`config.mk`:
```
export PLATFORM = sky130hd
export DESIGN_NAME = serial_pattern_tx_flat
export DESIGN_NICKNAME = d
export VERILOG_FILES = /design/src/rtl/serial_pattern_tx_if.sv /design/src/rtl/serial_pattern_tx.sv /design/src/flat_wrapper.sv
export SDC_FILE = /design/constraint.sdc
export NUM_CORES = 1
export LEC_CHECK = 0
export BUFFER_PORTS_ARGS = -buffer_cell sky130_fd_sc_hd__buf_4
export CORE_MARGIN = 1
export CORE_UTILIZATION = 59
export CTS_CLUSTER_DIAMETER = 80
export DETAILED_ROUTE_END_ITERATION = 10
export PLACE_DENSITY = 0.84
export SLEW_MARGIN = 10
export SYNTH_ARGS = -nofsm -noshare
export SYNTH_HDL_FRONTEND = slang
export SYNTH_SLANG_ARGS = --single-unit
export TNS_END_PERCENT = 50
```
`constraint.sdc`:
```
create_clock -name clk -period 4.2 [get_ports clk]
set_clock_uncertainty 0.05 [all_clocks]
set_input_delay 0.21 -clock clk [delete_from_list [all_inputs] [get_ports clk]]
set_output_delay 0.21 -clock clk [all_outputs]
set_load 0.02 [all_outputs]
```
`src/rtl/serial_pattern_tx_if.sv`:
```
// Handshake and serial-output bundle for serial_pattern_tx.
// The transmitter uses the slave view; the stimulus source uses the master view.
interface serial_pattern_tx_if #(
  parameter int MAX_LEN = 16,
  parameter int CNT_W   = 8
);
  localparam int LEN_W = $clog2(MAX_LEN) + 1;

  logic               in_valid;
  logic               in_ready;
  logic [MAX_LEN-1:0] in_data;
  logic [LEN_W-1:0]   in_len;
  logic               x;
  logic               x_valid;
  logic               busy;
  logic               done;
  logic [CNT_W-1:0]   hit_count;

  modport slave (
    input  in_valid, in_data, in_len,
    output in_ready, x, x_valid, busy, done, hit_count
  );

  modport master (
    output in_valid, in_data, in_len,
    input  in_ready, x, x_valid, busy, done, hit_count
  );
endinterface

```
`src/rtl/serial_pattern_tx.sv`:
```
// Serial stimulus transmitter: shifts a latched pattern out MSB-first, adds an idle
// gap, and keeps an overlapping "101" reference count for the frame being sent.
module serial_pattern_tx #(
  parameter int MAX_LEN = 16,
  parameter int GAP     = 2,
  parameter int CNT_W   = 8
) (
  input logic              clk,
  input logic              reset,
  serial_pattern_tx_if.slave bus
);
  localparam int LEN_W    = $clog2(MAX_LEN) + 1;
  localparam int IDX_W    = (MAX_LEN > 1) ? $clog2(MAX_LEN) : 1;
  localparam int GAP_W    = (GAP > 0) ? $clog2(GAP + 1) : 1;
  localparam int GAP_INIT = (GAP > 0) ? GAP - 1 : 0;

  typedef enum logic [1:0] {
    S_IDLE  = 2'd0,
    S_SHIFT = 2'd1,
    S_GAP   = 2'd2
  } state_t;

  state_t             state_q, state_d;
  logic [MAX_LEN-1:0] data_q, data_d;
  logic [IDX_W-1:0]   idx_q, idx_d;
  logic [GAP_W-1:0]   gap_q, gap_d;
  logic               x_q, x_d;
  logic               xv_q, xv_d;
  logic               done_q, done_d;
  logic [1:0]         hist_q, hist_d;
  logic [CNT_W-1:0]   hit_q, hit_d;

  logic [LEN_W-1:0]   l_eff;
  logic [IDX_W-1:0]   first_idx;

  function automatic logic [CNT_W-1:0] sat_inc(input logic [CNT_W-1:0] v);
    return (&v) ? v : v + 1'b1;
  endfunction

  // Oversized lengths are clamped so the first bit sent is the word's MSB.
  assign l_eff     = (bus.in_len > LEN_W'(MAX_LEN)) ? LEN_W'(MAX_LEN) : bus.in_len;
  assign first_idx = IDX_W'(l_eff - 1'b1);

  always_comb begin
    state_d = state_q;
    data_d  = data_q;
    idx_d   = idx_q;
    gap_d   = gap_q;
    x_d     = 1'b0;
    xv_d    = 1'b0;
    done_d  = 1'b0;
    hist_d  = hist_q;
    hit_d   = hit_q;

    case (state_q)
      S_IDLE: begin
        if (bus.in_valid) begin
          data_d = bus.in_data;
          hist_d = '0;
          hit_d  = '0;
          if (l_eff == '0) begin
            done_d = 1'b1;
          end else begin
            state_d = S_SHIFT;
            idx_d   = first_idx;
            x_d     = bus.in_data[first_idx];
            xv_d    = 1'b1;
          end
        end
      end
      S_SHIFT: begin
        // x_q is the bit on the line this cycle; the history holds the two before it.
        hist_d = {hist_q[0], x_q};
        if (hist_q == 2'b10 && x_q) hit_d = sat_inc(hit_q);
        if (idx_q == '0) begin
          if (GAP > 0) begin
            state_d = S_GAP;
            gap_d   = GAP_W'(GAP_INIT);
          end else begin
            state_d = S_IDLE;
            done_d  = 1'b1;
          end
        end else begin
          idx_d = idx_q - 1'b1;
          x_d   = data_q[idx_q - 1'b1];
          xv_d  = 1'b1;
        end
      end
      S_GAP: begin
        if (gap_q == '0) begin
          state_d = S_IDLE;
          done_d  = 1'b1;
        end else begin
          gap_d = gap_q - 1'b1;
        end
      end
      default: state_d = S_IDLE;
    endcase
  end

  always_ff @(posedge clk) begin
    data_q <= data_d;
    idx_q  <= idx_d;
    gap_q  <= gap_d;
    if (reset) begin
      state_q <= S_IDLE;
      x_q     <= 1'b0;
      xv_q    <= 1'b0;
      done_q  <= 1'b0;
      hist_q  <= '0;
      hit_q   <= '0;
    end else begin
      state_q <= state_d;
      x_q     <= x_d;
      xv_q    <= xv_d;
      done_q  <= done_d;
      hist_q  <= hist_d;
      hit_q   <= hit_d;
    end
  end

  assign bus.in_ready  = (state_q == S_IDLE);
  assign bus.busy      = (state_q != S_IDLE);
  assign bus.x         = x_q;
  assign bus.x_valid   = xv_q;
  assign bus.done      = done_q;
  assign bus.hit_count = hit_q;
endmodule

```
`src/flat_wrapper.sv`:
```
// flat-port wrapper written by rule: the top's interface ports become plain ports
module serial_pattern_tx_flat 
#(
  parameter int MAX_LEN = 16,
  parameter int GAP     = 2,
  parameter int CNT_W   = 8
)
  (clk, reset, bus_in_valid, bus_in_data, bus_in_len, bus_in_ready, bus_x, bus_x_valid, bus_busy, bus_done, bus_hit_count);
  serial_pattern_tx_if #(.MAX_LEN(MAX_LEN), .CNT_W(CNT_W)) bus_i ();
  input logic clk;
  input logic reset;
  input wire logic [$bits(bus_i.in_valid)-1:0] bus_in_valid;
  input wire logic [$bits(bus_i.in_data)-1:0] bus_in_data;
  input wire logic [$bits(bus_i.in_len)-1:0] bus_in_len;
  output wire logic [$bits(bus_i.in_ready)-1:0] bus_in_ready;
  output wire logic [$bits(bus_i.x)-1:0] bus_x;
  output wire logic [$bits(bus_i.x_valid)-1:0] bus_x_valid;
  output wire logic [$bits(bus_i.busy)-1:0] bus_busy;
  output wire logic [$bits(bus_i.done)-1:0] bus_done;
  output wire logic [$bits(bus_i.hit_count)-1:0] bus_hit_count;
  assign bus_i.in_valid = bus_in_valid;
  assign bus_i.in_data = bus_in_data;
  assign bus_i.in_len = bus_in_len;
  assign bus_in_ready = bus_i.in_ready;
  assign bus_x = bus_i.x;
  assign bus_x_valid = bus_i.x_valid;
  assign bus_busy = bus_i.busy;
  assign bus_done = bus_i.done;
  assign bus_hit_count = bus_i.hit_count;
  serial_pattern_tx #(.MAX_LEN(MAX_LEN), .GAP(GAP), .CNT_W(CNT_W)) u_core (.clk(clk), .reset(reset), .bus(bus_i));
endmodule
```
-- Word level (Yosys, flattened, before mapping)
Cells that the tools add are included.
- logic and storage cells: 77
- bits in registers: 37
- $lt $le $gt $ge: 3
- add/sub/neg operators: 4
- equality and inequality tests: 11
- reduce and logical (&&, ||, !) cells: 15
- mux-type cells: 35
- operator list (operator ; count):
    two-way mux 8 bit ; 3
    case mux 8 bit (2 select lines) ; 1
    two-way mux 2 bit ; 7
    two-way mux 4 bit ; 3
    AND reduction 4 bit ; 3
    two-way mux 1 bit ; 11
    < comparator 4 x 5 -> 1 bit (second input constant) ; 2
    inequality test 2 bit (second input constant) ; 5
    adder 8 x 1 -> 8 bit (second input constant) ; 1
    binary-select mux 1 bit (select 4 bit) ; 2
    case mux 2 bit (2 select lines) ; 2
    case mux 4 bit (2 select lines) ; 1
    AND reduction 8 bit ; 1
    subtractor 4 x 1 -> 4 bit (second input constant) ; 2
    inequality test 2 x 1 -> 1 bit (second input constant) ; 3
    case mux 1 bit (2 select lines) ; 3
    case mux 2 bit (3 select lines) ; 1
    nonzero test 2 bit ; 3
    greater-than comparator 5 bit (second input constant) ; 1
    zero test 5 bit ; 1
    two-way mux 5 bit ; 1
    == test 2 bit (second input constant) ; 2
    zero test 2 bit ; 2
    zero test 4 bit ; 1
    5 further kinds ; 6

-- Logic depth before layout (Yosys ltp)
- depth in word-level cells: 8
- gate-level depth with buffers: 9

-- Worst setup path after synthesis
Ideal clock, no wire load.
- path type: register to register
- start: register u_core.state_q[0]
- end: register u_core.x_q (netlist: u_core.bus.x)
- period minus slack after synthesis: 1.963 ns
- setup time: 0.087 ns
- data arrival time: 1.826 ns
- data required time: 4.063 ns
- path slack: 2.237 ns
- stages on the path, launching flop included: 8
- cells stage by stage: dfxtp_1 > inv_1 > ha_1 > and2_1 > nand2_1 > nor2_1 > o21ai_0 > o31ai_1
- word-level cells in the longest chain between the ends: 2
- elaborated cells on any way between the ends: 3
- classes of those cells: eq/ne (1); mux (1); reduce/logical (1)
- ends and longest elaborated chain (element ; line ; RTL):
    start: declaration ; serial_pattern_tx.sv:23 ; state_t state_q, state_d;
    start signal: assignment ; serial_pattern_tx.sv:113 ; state_q <= state_d;
    zero test 2 bit ; n/a ;
    net bus_in_ready ; flat_wrapper.sv:15 ; output wire logic [$bits(bus_i.in_ready)-1:0] bus_in_ready;
    case mux 1 bit (2 select lines) ; serial_pattern_tx.sv:55 ; case (state_q)
    end signal: assignment ; serial_pattern_tx.sv:107 ; x_q <= 1'b0;
    end signal: assignment ; serial_pattern_tx.sv:114 ; x_q <= x_d;
    end: declaration ; serial_pattern_tx.sv:27 ; logic x_q, x_d;
The timed path passes the listed nets, and every way through them passes these cells.
A chain may end at the register's enable or synchronous reset.

-- Final worst setup path
- start: register u_core.state_q[1]
- end: register u_core.hit_q[5] (netlist: u_core.bus.hit_count[5])
- word-level cells in the longest chain between the ends: 3
- elaborated cells on any way between the ends: 8
- classes of those cells: eq/ne (4); mux (1); reduce/logical (3)
- ends and longest elaborated chain (element ; line ; RTL):
    == test 2 x 1 -> 1 bit / zero test 2 bit (equally long branches) ; serial_pattern_tx.sv:55 ;
    inequality test 2 x 1 -> 1 bit (no line) (tied with other cells) ; n/a ;
    AND reduction 4 bit (no line) ; n/a ;
    end signal: assignment ; serial_pattern_tx.sv:118 ; hit_q <= hit_d;
    end: declaration ; serial_pattern_tx.sv:31 ; logic [CNT_W-1:0] hit_q, hit_d;
Parallel ways exist; a longest one is shown, timed or not.

==> flow_metrics.py <==
metrics = {
    "sta": {
        "fin_crit_ns": 2.280,
        "slew_viol_final": 0,
        "setup_tns_ns": 0,
        "hold_viol": 0,
        "rsz0062_at_grt": "false",
        "setup_slack_ns": 1.920,
        "whs_ns": 0.002720,
        "min_period_over_period": 0.5429,
        "max-slew-margin-rel": 0.4767,
        "setup_viol_count_final": 0,
        "worst_pin_slew_ns": 0.7849,
        "max_freq_ghz": 0.4385,
    },
    "critical_path": {
        "cp_max_fo": 18,
        "slowest_delay_ns": 0.57,
        "worstPathArrival_ns": 2.46,
        "required_ns": 4.38,
        "path_class": "reg -> reg",
        "start_kind": "flip-flop",
        "reg2reg_depth": 7,
        "reg2reg_to": "u_core.bus.hit_count[5]",
        "reg2reg_from": "u_core.state_q[1]",
        "endpoint_kind": "flip-flop",
        "path_cells": "inv_1 > ha_1 > mux2i_1 > a211oi_1 > nand4_1 > xor2_1 > nor2_1",
        "r2r_slack_ns": 1.92,
        "slowest_stage": "ha_1",
    },
    "synthesis": {
        "syn-cell-area_um2": 2028,
        "postSynthAreaPerCell_um2": 11.27,
        "ys_ff_latch": 37,
        "postSynth.asyncResetShare": 0,
        "ys_types": 51,
        "synth_top_cell_by_area": "edfxtp_1",
        "yosysWarnings": 0,
        "synth_edf_count": 22,
        "synthCells": 180,
        "synth-seq-area-share": 0.4738,
        "synth_nets": 212,
        "ys.flop_type": "edfxtp_1",
        "synth_top_area_share": 0.3257,
        "synthTopCellsByArea": "edfxtp_1 (33%), dfxtp_1 (15%), mux4_1 (5.2%)",
    },
    "global_route": {
        "grt.overflow.total": 0,
        "antenna_found_initial": 0,
        "grt_pass1_wl_um": 6561,
        "grt_max_degree": 20,
        "grt_pass1_vias": 1412,
        "track_usage": 0.2533,
    },
    "cells_and_area": {
        "stdcell_count": 260,
        "final_area_um2": 2371,
        "final_common_cell": "buf_4",
        "n_antenna_cell": 0,
        "layout_common_cells": "buf_4 (36), edfxtp_1 (22), nor2_1 (16)",
        "fin_util": 0.7520,
        "nets": 247,
        "drive_gt1_frac": 0.2407,
        "area_delta_synth_final_pct": 16.90,
    },
    "clocking": {
        "tritoncts": "built",
        "insertion_delay_ns": 0.34,
        "ctsResizeCount": 0,
        "h-tree-depth": 2,
        "post_cts_buffers": 0,
        "cts-root-buf": "clkbuf_4",
        "cts_buffers": 5,
        "clock_sinks": 37,
        "hold_buffers": 0,
        "clk_pin_slew_ns": 0.11,
        "clk_path_buf_depth": 2,
    },
    "floorplan": {
        "coreArea_um2": 3153,
        "die_width_um": 60.63,
        "initial_core_util": 0.6433,
        "die_area_um2": 3676,
        "ios": 37,
        "row_count": 20,
        "chipHeight_um": 60.63,
    },
    "placed_design": {
        "post_dp_cell_area_um2": 2302,
        "placedCellCount": 251,
        "gp_congestion": 0.8000,
        "io_buffers": 36,
        "dp_worst_setup_slack_ns": 1.939,
        "dpl.hpwl_um": 3235,
    },
    "worst_hold_path": {
        "min_from": "bus_in_data[12]",
        "hold_depth": 1,
        "hold-path-endpoint": "u_core.data_q[12]",
        "hold_class": "in -> reg",
    },
    "route": {
        "drt_wl_total_um": 4265,
        "drc": 0,
        "viasPerCell": 5.919,
        "dr.pass1.iters": 4,
        "ant_nets": 0,
        "first_iter_violations": 105,
        "wl_per_cell_um": 16.40,
        "vias": 1539,
    },
    "pwr": {
        "ir_drop_uv": 408.3,
        "power_mw": 1.243,
        "p_leak_nw": 0.9386,
        "p_per_area_nw_per_um2": 524.0,
    },
    "status": {
        "status": "complete, no violations",
    },
    "job": {
        "maxCapViolations": 0,
    },
}
## kinds of logic (layout without fill, tap and decap cells)
logic type / after synthesis / count (layout) / synth area share
mux: 10 / 10 / 0.08760
fa+ha+maj: 8 / 8 / 0.04935
simple gates: 56 / 56 / 0.1481
flops: 37 / 37 / 0.4738
xor+xnor: 11 / 11 / 0.05121
compound gates: 37 / 37 / 0.1425
buf+inv: 21 / 57 / 0.04750
## how the worst max path moves through the flow
stage                            from                      end  slack, ns
CTS                 u_core.state_q[1]  u_core.bus.hit_count[5]       1.92
detailed placement      bus_in_len[4]             u_core.bus.x       1.94
finish              u_core.state_q[1]  u_core.bus.hit_count[5]       1.92
global route        u_core.state_q[1]  u_core.bus.hit_count[5]       1.68
floorplan           u_core.state_q[0]             u_core.bus.x       2.24
global placement        bus_in_len[4]             u_core.bus.x       1.99
## cell usage after synthesis, types with 2 or more instances
master and instances:
mux4_1 4, a21oi_1 7, a32oi_1 6, ha_1 8, and3_1 2, nor2_1 16
edfxtp_1 22, nor3_1 2, mux2i_1 5, inv_1 12, nor2b_1 2, o21ai_0 3
a21o_1 2, nand3_1 6, nand2_1 10, o2bb2ai_1 2, buf_2 5, a211oi_1 3
xnor2_1 7, xor2_1 3, o31ai_1 3, nand2b_1 6, a221oi_1 2, dfxtp_1 15
## layer usage
layer / part of all wire / vias to the layer above / wire (µm) / GRT usage
met5: 0 / - / 0 / 0
met4: 0.018 / 0 / 76 / 0.09740
met3: 0.056 / 9 / 240 / 0.05330
met2: 0.50 / 57 / 2115 / 0.4003
met1: 0.43 / 728 / 1833 / 0.3455
li1: - / 745 / - / -
## power breakdown
group / internal [mW] / switching (mW)
clock network: 0.0827 / 0.113
logic: 0.229 / 0.284
registers: 0.487 / 0.0464
total: 0.799 / 0.444
## sequential cells by signal (all words and copies together), names as in the netlist
register / count
u_core.bus.hit_count: 8
u_core.state_q: 2
u_core.bus.done: 1
u_core.data_q: 16
u_core.bus.x_valid: 1
u_core.bus.x: 1
u_core.hist_q: 2
u_core.gap_q: 2
u_core.idx_q: 4
## worst max-delay path: cells and delay by family (launching register included)
kind                       cells  cell delay, ns
buffers and inverters          1            0.08
and+or+nand+nor                2            0.22
xor gates and xnor gates       1            0.16
muxes                          1            0.37
DFF                            1            0.34
AOI/OAI and AO/OA              1            0.39
adders and majority gates      1            0.57
## area by class of cell
type,count,area [µm²]
Sequential cell,37,960.9
Clock buffer,8,58.81
Timing Repair Buffer,37,280.3
Multi-Input combinational cell,122,970.9
Inverter,12,45.04
Fill cell,232,782.0
Tap cell,44,55.05
(Power assumes the default switching activity.)
